<file path="src/rtl/matmul_pkg.sv">
// matmul_pkg: shared defaults, FSM state encoding and element counts for the
// sequential 3x3 matrix-multiply controller.
package matmul_pkg;
    localparam int DEF_N      = 3;
    localparam int DEF_DATA_W = 8;
    localparam int DEF_ACC_W  = 16;

    typedef logic [1:0] state_t;
    localparam state_t S_IDLE    = 2'd0;
    localparam state_t S_LOAD    = 2'd1;
    localparam state_t S_COMPUTE = 2'd2;
    localparam state_t S_DRAIN   = 2'd3;

    localparam int NELEM = 9;
    localparam int NLOAD = 18;
    localparam int NMAC  = 27;
endpackage

</file>
<file path="src/rtl/matmul_mac.sv">
// matmul_mac: registered multiply-accumulate with a first-term clear.
// MATMUL_SEQ_SAT_EN widens the accumulator by 2 bits and clamps the result.
module matmul_mac #(
    parameter int DATA_W = 8,
    parameter int ACC_W  = 16
) (
    input  logic              clk,
    input  logic              reset,
    input  logic              en_i,
    input  logic              first_i,
    input  logic [DATA_W-1:0] a_i,
    input  logic [DATA_W-1:0] b_i,
    output logic [ACC_W-1:0]  res_o
);
`ifdef MATMUL_SEQ_SAT_EN
    localparam int AW = ACC_W + 2;
`else
    localparam int AW = ACC_W;
`endif
    logic [2*DATA_W-1:0] prod;
    logic [AW-1:0]       acc_q, acc_d;

    assign prod  = a_i * b_i;
    assign acc_d = first_i ? AW'(prod) : acc_q + AW'(prod);

    always_ff @(posedge clk or negedge reset) begin
        if (!reset)    acc_q <= '0;
        else if (en_i) acc_q <= acc_d;
    end

`ifdef MATMUL_SEQ_SAT_EN
    assign res_o = |acc_q[AW-1:ACC_W] ? '1 : acc_q[ACC_W-1:0];
`else
    assign res_o = acc_q;
`endif
endmodule

</file>
<file path="src/rtl/matmul_seq.sv">
// matmul_seq: 3x3 matrix multiply over one shared MAC with byte-stream load and
// valid/ready result drain. MATMUL_SEQ_SAT_EN selects saturating accumulation.
module matmul_seq
    import matmul_pkg::*;
#(
    parameter int N      = DEF_N,
    parameter int DATA_W = DEF_DATA_W,
    parameter int ACC_W  = DEF_ACC_W
) (
    input  logic              clk,
    input  logic              reset,
    input  logic              start,
    output logic              busy,
    output logic              done,
    input  logic              in_valid,
    output logic              in_ready,
    input  logic [DATA_W-1:0] in_data,
    output logic              out_valid,
    input  logic              out_ready,
    output logic [ACC_W-1:0]  out_data,
    output logic              out_last
);
    localparam int NN = N * N;
    localparam int IW = $clog2(NELEM);
    localparam int QW = $clog2(NMAC);

    state_t            state_q, state_d;
    logic [QW-1:0]     idx_q, idx_d, lim;
    logic              done_q, done_d, wr_q, adv, at_end, k_first, k_last;
    logic [IW-1:0]     widx_q, mul_a, mul_b, c_idx;
    logic [DATA_W-1:0] a_q [NELEM];
    logic [DATA_W-1:0] b_q [NELEM];
    logic [ACC_W-1:0]  c_q [NELEM];
    logic [ACC_W-1:0]  mac_res;

    assign busy      = state_q != S_IDLE;
    assign done      = done_q;
    assign in_ready  = state_q == S_LOAD;
    assign out_valid = state_q == S_DRAIN;
    assign out_data  = out_valid ? c_q[idx_q[IW-1:0]] : '0;
    assign out_last  = out_valid && idx_q == QW'(NELEM - 1);

    // One counter serves all phases; in COMPUTE it walks i,j,k with k fastest.
    always_comb begin
        mul_a   = IW'(int'(idx_q) / NN * N + int'(idx_q) % N);
        mul_b   = IW'(int'(idx_q) % N * N + int'(idx_q) / N % N);
        c_idx   = IW'(int'(idx_q) / N);
        k_first = int'(idx_q) % N == 0;
        k_last  = int'(idx_q) % N == N - 1;
    end

    always_comb begin
        lim     = state_q == S_LOAD ? QW'(NLOAD - 1) : state_q == S_COMPUTE ? QW'(NMAC - 1) : QW'(NELEM - 1);
        adv     = state_q == S_LOAD ? in_valid : state_q == S_COMPUTE ? 1'b1 : state_q == S_DRAIN && out_ready;
        at_end  = adv && idx_q == lim;
        idx_d   = (state_q == S_IDLE || at_end) ? '0 : idx_q + QW'(adv);
        state_d = state_q == S_IDLE ? (start ? S_LOAD : S_IDLE)
                : at_end ? (state_q == S_DRAIN ? S_IDLE : state_q + 2'd1) : state_q;
        done_d  = at_end && state_q == S_DRAIN;
    end

    // The MAC result lands one cycle after its k=2 product, so the write is delayed to match.
    always_ff @(posedge clk or negedge reset) begin
        if (!reset) begin
            state_q <= S_IDLE;
            idx_q   <= '0;
            done_q  <= 1'b0;
            wr_q    <= 1'b0;
            widx_q  <= '0;
            for (int e = 0; e < NELEM; e++) begin
                a_q[e] <= '0;
                b_q[e] <= '0;
                c_q[e] <= '0;
            end
        end else begin
            state_q <= state_d;
            idx_q   <= idx_d;
            done_q  <= done_d;
            wr_q    <= state_q == S_COMPUTE && k_last;
            widx_q  <= c_idx;
            if (in_ready && in_valid) begin
                if (idx_q < QW'(NELEM)) a_q[idx_q[IW-1:0]] <= in_data;
                else                    b_q[IW'(idx_q - QW'(NELEM))] <= in_data;
            end
            if (wr_q) c_q[widx_q] <= mac_res;
        end
    end

    matmul_mac #(
        .DATA_W (DATA_W),
        .ACC_W  (ACC_W)
    ) u_mac (
        .clk     (clk),
        .reset   (reset),
        .en_i    (state_q == S_COMPUTE),
        .first_i (k_first),
        .a_i     (a_q[mul_a]),
        .b_i     (b_q[mul_b]),
        .res_o   (mac_res)
    );
endmodule

</file>
<file path="config.mk">
export PLATFORM = sky130hd
export DESIGN_NAME = matmul_seq
export DESIGN_NICKNAME = d
export VERILOG_FILES = /design/src/rtl/matmul_pkg.sv /design/src/rtl/matmul_mac.sv /design/src/rtl/matmul_seq.sv
export SDC_FILE = /design/constraint.sdc
export NUM_CORES = 1
export LEC_CHECK = 0
export CORE_UTILIZATION = 30
export DETAILED_ROUTE_END_ITERATION = 6
export MAX_ROUTING_LAYER = met4
export REMOVE_ABC_BUFFERS = 1
export SLEW_MARGIN = 40
export SYNTH_ARGS = -nofsm -noshare
export SYNTH_HDL_FRONTEND = slang
export SYNTH_HIERARCHICAL = 1
export SYNTH_SLANG_ARGS = --single-unit
</file>
<file path="constraint.sdc">
create_clock -name clk -period 12.25 [get_ports clk]
set_input_delay 2.45 -clock clk [delete_from_list [all_inputs] [get_ports clk]]
set_output_delay 2.45 -clock clk [all_outputs]
set_load 0.02 [all_outputs]
</file>
* Word level (Yosys, flattened, before mapping)
Index checks and enable logic that the tools add are counted.
W data, S select, Z words.
** Storage, ports and cells
- Register bits :: 317
- Output and inout bits :: 21
** Cells by class
- Add/subtract/negate cells :: 6
- Eq/ne operators :: 6
- Div/mod/pow operators :: 4
- Bitwise gates (word level) :: 6
- Muxes and demuxes :: 29
- Magnitude comparators :: 9
- Reductions and logical operators :: 16
- Multipliers :: 3
** Operator list (count)
- $bwmux W144 :: 1
- $bwmux W72 :: 2
- $mux W16 :: 5
- $bmux W16 S4 :: 1
- $bmux W8 S4 :: 2
- $demux W16 S4 :: 1
- $demux W8 S4 :: 2
- $mul A32 B3 Y4 const B :: 2
- $mux W8 :: 6
- $div A6 B3 Y32 const B :: 1
- $div A6 B5 Y32 const B :: 1
- $eq A32 B3 Y1 const B :: 1
- $logic_not A32 Y1 :: 1
- $mod A32 B3 Y32 const B :: 1
- $mod A6 B3 Y32 const B :: 1
- $ge A5 B5 Y1 const B :: 5
- $not A4 Y5 :: 5
- $add A16 B16 Y16 :: 1
- $mul A8 B8 Y16 :: 1
- $lt A5 B1 Y1 const B :: 3
- $mux W5 :: 3
- $logic_and A1 B1 Y1 :: 9
- $add A4 B4 Y4 :: 2
- $mux W2 :: 3
- other kinds (14) :: 19

* Depth between registers and ports, before layout
- Depth after elaboration :: 10
- Depth in mapped cells :: 55
- Gate-level depth less buffers :: 50

* By module
Netlist, hierarchy kept.
** Modules (own cells, without submodules)
- matmul_seq :: cells each 1101, times used 1, area each 15273.4 µm²
- matmul_mac :: cells each 409, times used 1, area each 3584.7 µm²

* Least setup slack after synthesis
OpenSTA, ideal clock, no wires.
- Path type :: reg-to-reg
- From :: reg idx_q[2]
- To :: reg u_mac.acc_q[15] (netlist: u_mac/res_o[15])
- Stages on the path, launching flop included :: 53
- Required time :: 12.124 ns
- Setup time :: 0.126 ns
- Slack :: -0.549 ns
- Period minus slack after synthesis :: 12.799 ns
- Path buffers :: 6
- Data arrival time :: 12.673 ns
- Path through :: dfrtp_1 -> buf_4 -> inv_1 -> clkbuf_1 -> buf_1 -> ha_1 -> nand2b_1 -> buf_4 -> a21oi_2 -> nor3_2 -> inv_1 -> ha_1 -> a21oi_1 -> and3_4 -> buf_6 -> a21oi_1 -> ha_1 -> nor2_1 -> (+17 left out) -> fa_1 -> inv_1 -> fa_1 -> inv_1 -> ha_1 -> or2_1 -> a21oi_1 -> nor2_1 -> a21oi_1 -> xnor2_1 -> ha_1 -> a21oi_1 -> nand2_1 -> or4_4 -> a311oi_4 -> or3b_1 -> a21oi_1 -> a221o_1
** On the way
- Longest elaborated chain between the ends :: 10
** Ends and longest elaborated chain
- start: declaration :: line matmul_seq.sv:28 : logic [QW-1:0] idx_q, idx_d, lim;
- start signal: assignment :: line matmul_seq.sv:77 : idx_q <= idx_d;
- $div A6 B3 Y32 (*)
- via c_idx[0] :: line matmul_seq.sv:30 : logic [IW-1:0] widx_q, mul_a, mul_b, c_idx;
- $mod A32 B3 Y32 (*) :: line matmul_seq.sv:46 : mul_b = IW'(int'(idx_q) % N * N + int'(idx_q) / N % N);
- $add A4 B4 Y4 (*) :: line matmul_seq.sv:46
- $not A4 Y5 (not written as such) (*) :: line matmul_seq.sv:98 : .b_i (b_q[mul_b]),
- $bmux W8 S4 (*) :: line matmul_seq.sv:98
- $mux W8 (not written as such) (*) (2 in series) :: line matmul_seq.sv:98
- $mul A8 B8 Y16 (*) :: line matmul_mac.sv:23 : assign prod = a_i * b_i;
- $add A16 B16 Y16 :: line matmul_mac.sv:24 : assign acc_d = first_i ? AW'(prod) : acc_q + AW'(prod);
- $mux W16 (*) :: line matmul_mac.sv:24
- end signal: assignment :: line matmul_mac.sv:27 : if (!reset) acc_q <= '0;
- end signal: assignment :: line matmul_mac.sv:28 : else if (en_i) acc_q <= acc_d;
- end: declaration :: line matmul_mac.sv:21 : logic [AW-1:0] acc_q, acc_d;
The timed path passes the listed nets; every way through them passes the cells marked *. The select of a mux whose other input is x is not followed.
A chain may end at the register's enable or synchronous reset.

* Worst setup path in the final report
Ends and elaborated chain as after synthesis.

==> run summary <==
## Job
* **number of max-capacitance violations reported** 0

## Floorplanning
* **Initial Utilization** 30.45%
* **I/O pin count** 34
* **die height** 252.7 µm
* **die footprint** 63870 µm²
* **standard-cell row count** 91
* **Die W** 252.7 µm
* **Core Region** 61940 µm²

## Critical path
* **reg-to-reg critical path startpoint** idx_q[2]
* **Startpoint Class** flop
* **capturing point of the worst reg2reg path** u_mac/res_o[15]
* **highest cell delay on the worst timing path** 0.62 ns
* **Reg2Reg Depth** 46
* **arrival time at the worst endpoint** 12.02 ns
* **Max stage delay cell, worst path** sky130_fd_sc_hd__or4b_2
* **most frequent cell on the critical path** sky130_fd_sc_hd__ha_1
* **endpoint class of the critical path** flop
* **minimum setup slack among reg-to-reg paths** 0.64 ns
* **required time of the worst setup path** 12.66 ns
* **WS Path Type** reg2reg
* **maximum fanout count along the critical path** 11

## Synth
* **fraction of post-synthesis cell area in the top cell type by area** 42.06%
* **share of synthesized cell area in full adder, half adder and majority cells** 9.820%
* **post-synth top area cell** sky130_fd_sc_hd__dfrtp_1
* **compound-gate portion of the synthesized area** 6.170%
* **dominant register cell in the synthesized netlist** sky130_fd_sc_hd__dfrtp_1
* **number of synthesis warnings** 6
* **asr flop ratio synth** 100.0%
* **area share of xor/xnor cells in the synthesized design** 1.971%
* **area of the mapped netlist** 18860 µm²
* **distinct cell type count of the synthesized netlist** 86
* **largest cells by area after synthesis** sky130_fd_sc_hd__dfrtp_1 (42%), sky130_fd_sc_hd__mux2_2 (17%), sky130_fd_sc_hd__mux4_2 (7.6%)
* **dominant combinational cell family by area after synthesis** multiplexers
* **Synth Register Bits** 317
* **synthesized instance count** 1510
* **mux share of post-synthesis cell area** 28.05%
* **mean post-synth cell area** 12.49 µm²
* **post-synthesis share of cell area spent on and, or, nand and nor gates** 8.838%
* **EDFF count, synth** 0
* **Seq/Total Area, Yosys** 42.06%

## CTS
* **CTS sink count** 317
* **root buffer cell** sky130_fd_sc_hd__clkbuf_16
* **clock tree from TritonCTS** built
* **clock edge transition at the registers on the reported setup and hold paths** 0.06 ns
* **H-tree lvl count** 2
* **CTS buffer count** 36
* **insertion delay to the later sink of the worst-skew pair** 0.54 ns
* **Max Root-Sink Buffers** 3

## Global routing
* **global-route wire length before repair** 70340 µm
* **gr usage total** 14.28%
* **maximum number of pins on one net before global-route repair** 103
* **final global-route overflow total** 0
* **initial antenna violation count** 0
* **vias in the first global route** 12435

## STA
* **Total Neg Setup Slack** 0 ns
* **post-layout minimum cycle time** 11.61 ns
* **Peak Freq** 0.08616 GHz
* **relative max-transition margin** 44.89%
* **unrepaired setup endpoints after global routing** no
* **worst hold-check slack** 0.4982 ns
* **number of failing setup endpoints in the final timing report** 0
* **number of failing hold endpoints at the final stage** 0
* **Max Clock Skew** 0.01663 ns
* **Max Slew Vio Count** 0
* **share of the clock period used by the worst path** 94.75%
* **worst-margin pin slew** 0.8237 ns

## Place
* **Final GP Congestion** 0.8473
* **placed cell count** 2341
* **estimated wirelength of the detail-placed design** 29170 µm
* **buffers added on ports** 33

## Power
* **reported leakage power** 10.41 nW
* **Worst IR Drop VDD** 0.1099 mV
* **Power Dens Cells** 169.7 nW/µm²
* **post-layout power** 3.681 mW

## Final layout
* **fraction of layout instances using a drive strength above 1** 33.21%
* **number of inserted diodes** 0
* **post-layout utilization of the core** 35.02%
* **Area Growth Syn to Fin** 15.01%
* **final-stage net count** 1691
* **Fill cells** 6081
* **count of non-filler cells in the finished layout** 2418

## Route
* **Routed wire per std cell** 17.92 µm
* **number of DRC markers after the initial detailed-route iteration** 684
* **Total Wirelength** 43330 µm
* **via density per instance** 4.943
* **Pre-Repair DR Iteration Count** 5
* **DRC violations left** 0
* **count of vias placed by the detailed router** 11952
* **Antenna Violating Nets Remaining** 0

## Worst hold path
* **Min-Delay Path Class** reg2reg
* **number of instances on the worst hold path** 1
* **startpoint of the worst hold path** c_q[106]
* **end of the worst hold path** c_q[106]

## Outcome
* **outcome** finished, final reports clean

-- placed cells by master (no fill, tap or decap), types with 19 or more instances in the layout --
cell	n
sky130_fd_sc_hd__dfrtp_1	314
sky130_fd_sc_hd__clkbuf_16	37
sky130_fd_sc_hd__and2_1	63
sky130_fd_sc_hd__nand2_1	58
sky130_fd_sc_hd__fa_1	39
sky130_fd_sc_hd__a21oi_1	63
sky130_fd_sc_hd__xnor2_1	22
sky130_fd_sc_hd__mux2_2	291
sky130_fd_sc_hd__ha_1	80
sky130_fd_sc_hd__inv_1	74
sky130_fd_sc_hd__nor2b_1	21
sky130_fd_sc_hd__nor2_1	62
sky130_fd_sc_hd__buf_4	38
sky130_fd_sc_hd__clkdlybuf4s50_1	32
sky130_fd_sc_hd__mux4_2	64
sky130_fd_sc_hd__o21ai_0	19
sky130_fd_sc_hd__mux2i_1	51
-- layer usage --
metal | vias to the layer above | share of wire (%) | GRT usage (%)
li1 | 5534 | - | -
met1 | 6183 | 48 | 19.21
met2 | 186 | 48 | 22.75
met3 | 49 | 2.8 | 1.895
met4 | 0 | 1.7 | 3.429
met5 | - | 0 | -
-- worst max-delay path: cells and delay by family, from the launching register on --
family                   cells  cell delay (ns)
adder cells (fa/ha/maj)     13             4.51
AND/OR/NAND/NOR             12             2.88
AO/OA/AOI/OAI                8             1.62
XOR/XNOR                     4             0.74
multiplexers                 2             0.71
buffers and inverters        7             0.58
flip-flops                   1             0.43
-- where the power goes --
group          internal, mW  switching, mW
combinational         0.582          0.754
clock                 0.630          0.433
sequential             1.16          0.124
total                  2.37           1.31
-- area by class of cell --
cell class	instances	area, µm²	share of cell area (%)
Multi-Input combinational cell	1045	10520	48.50
Clock buffer	54	1070	4.933
Sequential cell	317	7936	36.59
Clock inverter	11	106.4	0.4904
Inverter	76	285.3	1.315
Timing Repair Buffer	78	724.4	3.340
Tap cell	837	1047	4.829
-- registers in the layout, indices dropped and copies added (netlist names) --
register,flops
idx_q,5
u_mac/res_o,16
widx_q,4
done,1
c_q,144
state_q,2
wr_q,1
a_q,72
b_q,72
-- what timing repair did --
| action | 4_1_cts | 5_1_grt |
|---|---|---|
| resized for setup | 4 | 20 |
| pin swaps | 0 | 5 |
| setup buffers | 0 | 11 |
| hold buffers | 0 | 0 |
| endpoints found under the setup margin | 1 | 5 |
-- cell usage after synthesis (4+ instances only) --
library cell                 n
sky130_fd_sc_hd__mux4_2     64
sky130_fd_sc_hd__inv_1      75
sky130_fd_sc_hd__nor4_1      4
sky130_fd_sc_hd__nand3_1    12
sky130_fd_sc_hd__buf_1      17
sky130_fd_sc_hd__nand4_1     5
sky130_fd_sc_hd__clkbuf_1   49
sky130_fd_sc_hd__mux2i_1    57
sky130_fd_sc_hd__nor2_1     65
sky130_fd_sc_hd__o21bai_1    7
sky130_fd_sc_hd__ha_1       84
sky130_fd_sc_hd__dfrtp_1   317
sky130_fd_sc_hd__o21ai_1     5
sky130_fd_sc_hd__nand3b_1    4
sky130_fd_sc_hd__nand2_1    59
sky130_fd_sc_hd__and3_1      8
sky130_fd_sc_hd__nor3_1     11
sky130_fd_sc_hd__a21oi_1    66
sky130_fd_sc_hd__mux2_2    291
sky130_fd_sc_hd__o21ai_0    19
sky130_fd_sc_hd__o21a_1      8
sky130_fd_sc_hd__xnor2_1    24
sky130_fd_sc_hd__or3_1       5
sky130_fd_sc_hd__and2_1     63
sky130_fd_sc_hd__nor3b_1     6
sky130_fd_sc_hd__nor2b_1    22
sky130_fd_sc_hd__nand2b_1    8
sky130_fd_sc_hd__a211oi_1   12
sky130_fd_sc_hd__a31oi_1     4
sky130_fd_sc_hd__xor2_1      9
sky130_fd_sc_hd__a21o_1      9
sky130_fd_sc_hd__fa_1       40
-- through the flow --
step	area [µm²]	setup slack [ns]
global placement	20190	0.3025
CTS	21440	0.01583
floorplan	18560	-0.6484
global route	21690	0.01758
finish	21690	0.6431
detailed placement	20250	-0.1477
-- cells by family (layout without fill, tap and decap cells) --
logic type,after synthesis,in the layout
multiplexers,412,412
XOR/XNOR,36,36
AO/OA/AOI/OAI,169,169
AND/OR/NAND/NOR,304,304
adder cells (fa/ha/maj),124,124
buffers and inverters,148,219
flip-flops,317,317
-- worst max-delay path by stage --
| stage | from | endpoint | slack (ns) | cells after the start |
|---|---|---|---|---|
| after floorplan | idx_q[1] | u_mac/res_o[15] | -0.65 | 46 |
| after global placement | idx_q[2] | u_mac/res_o[15] | 0.30 | 47 |
| after detailed placement | idx_q[2] | u_mac/res_o[15] | -0.15 | 47 |
| after CTS | idx_q[2] | u_mac/res_o[15] | 0.02 | 47 |
| after global routing | idx_q[2] | u_mac/res_o[15] | 0.02 | 48 |
| final | idx_q[2] | u_mac/res_o[15] | 0.64 | 46 |
Power figures use the tool's default switching activity.
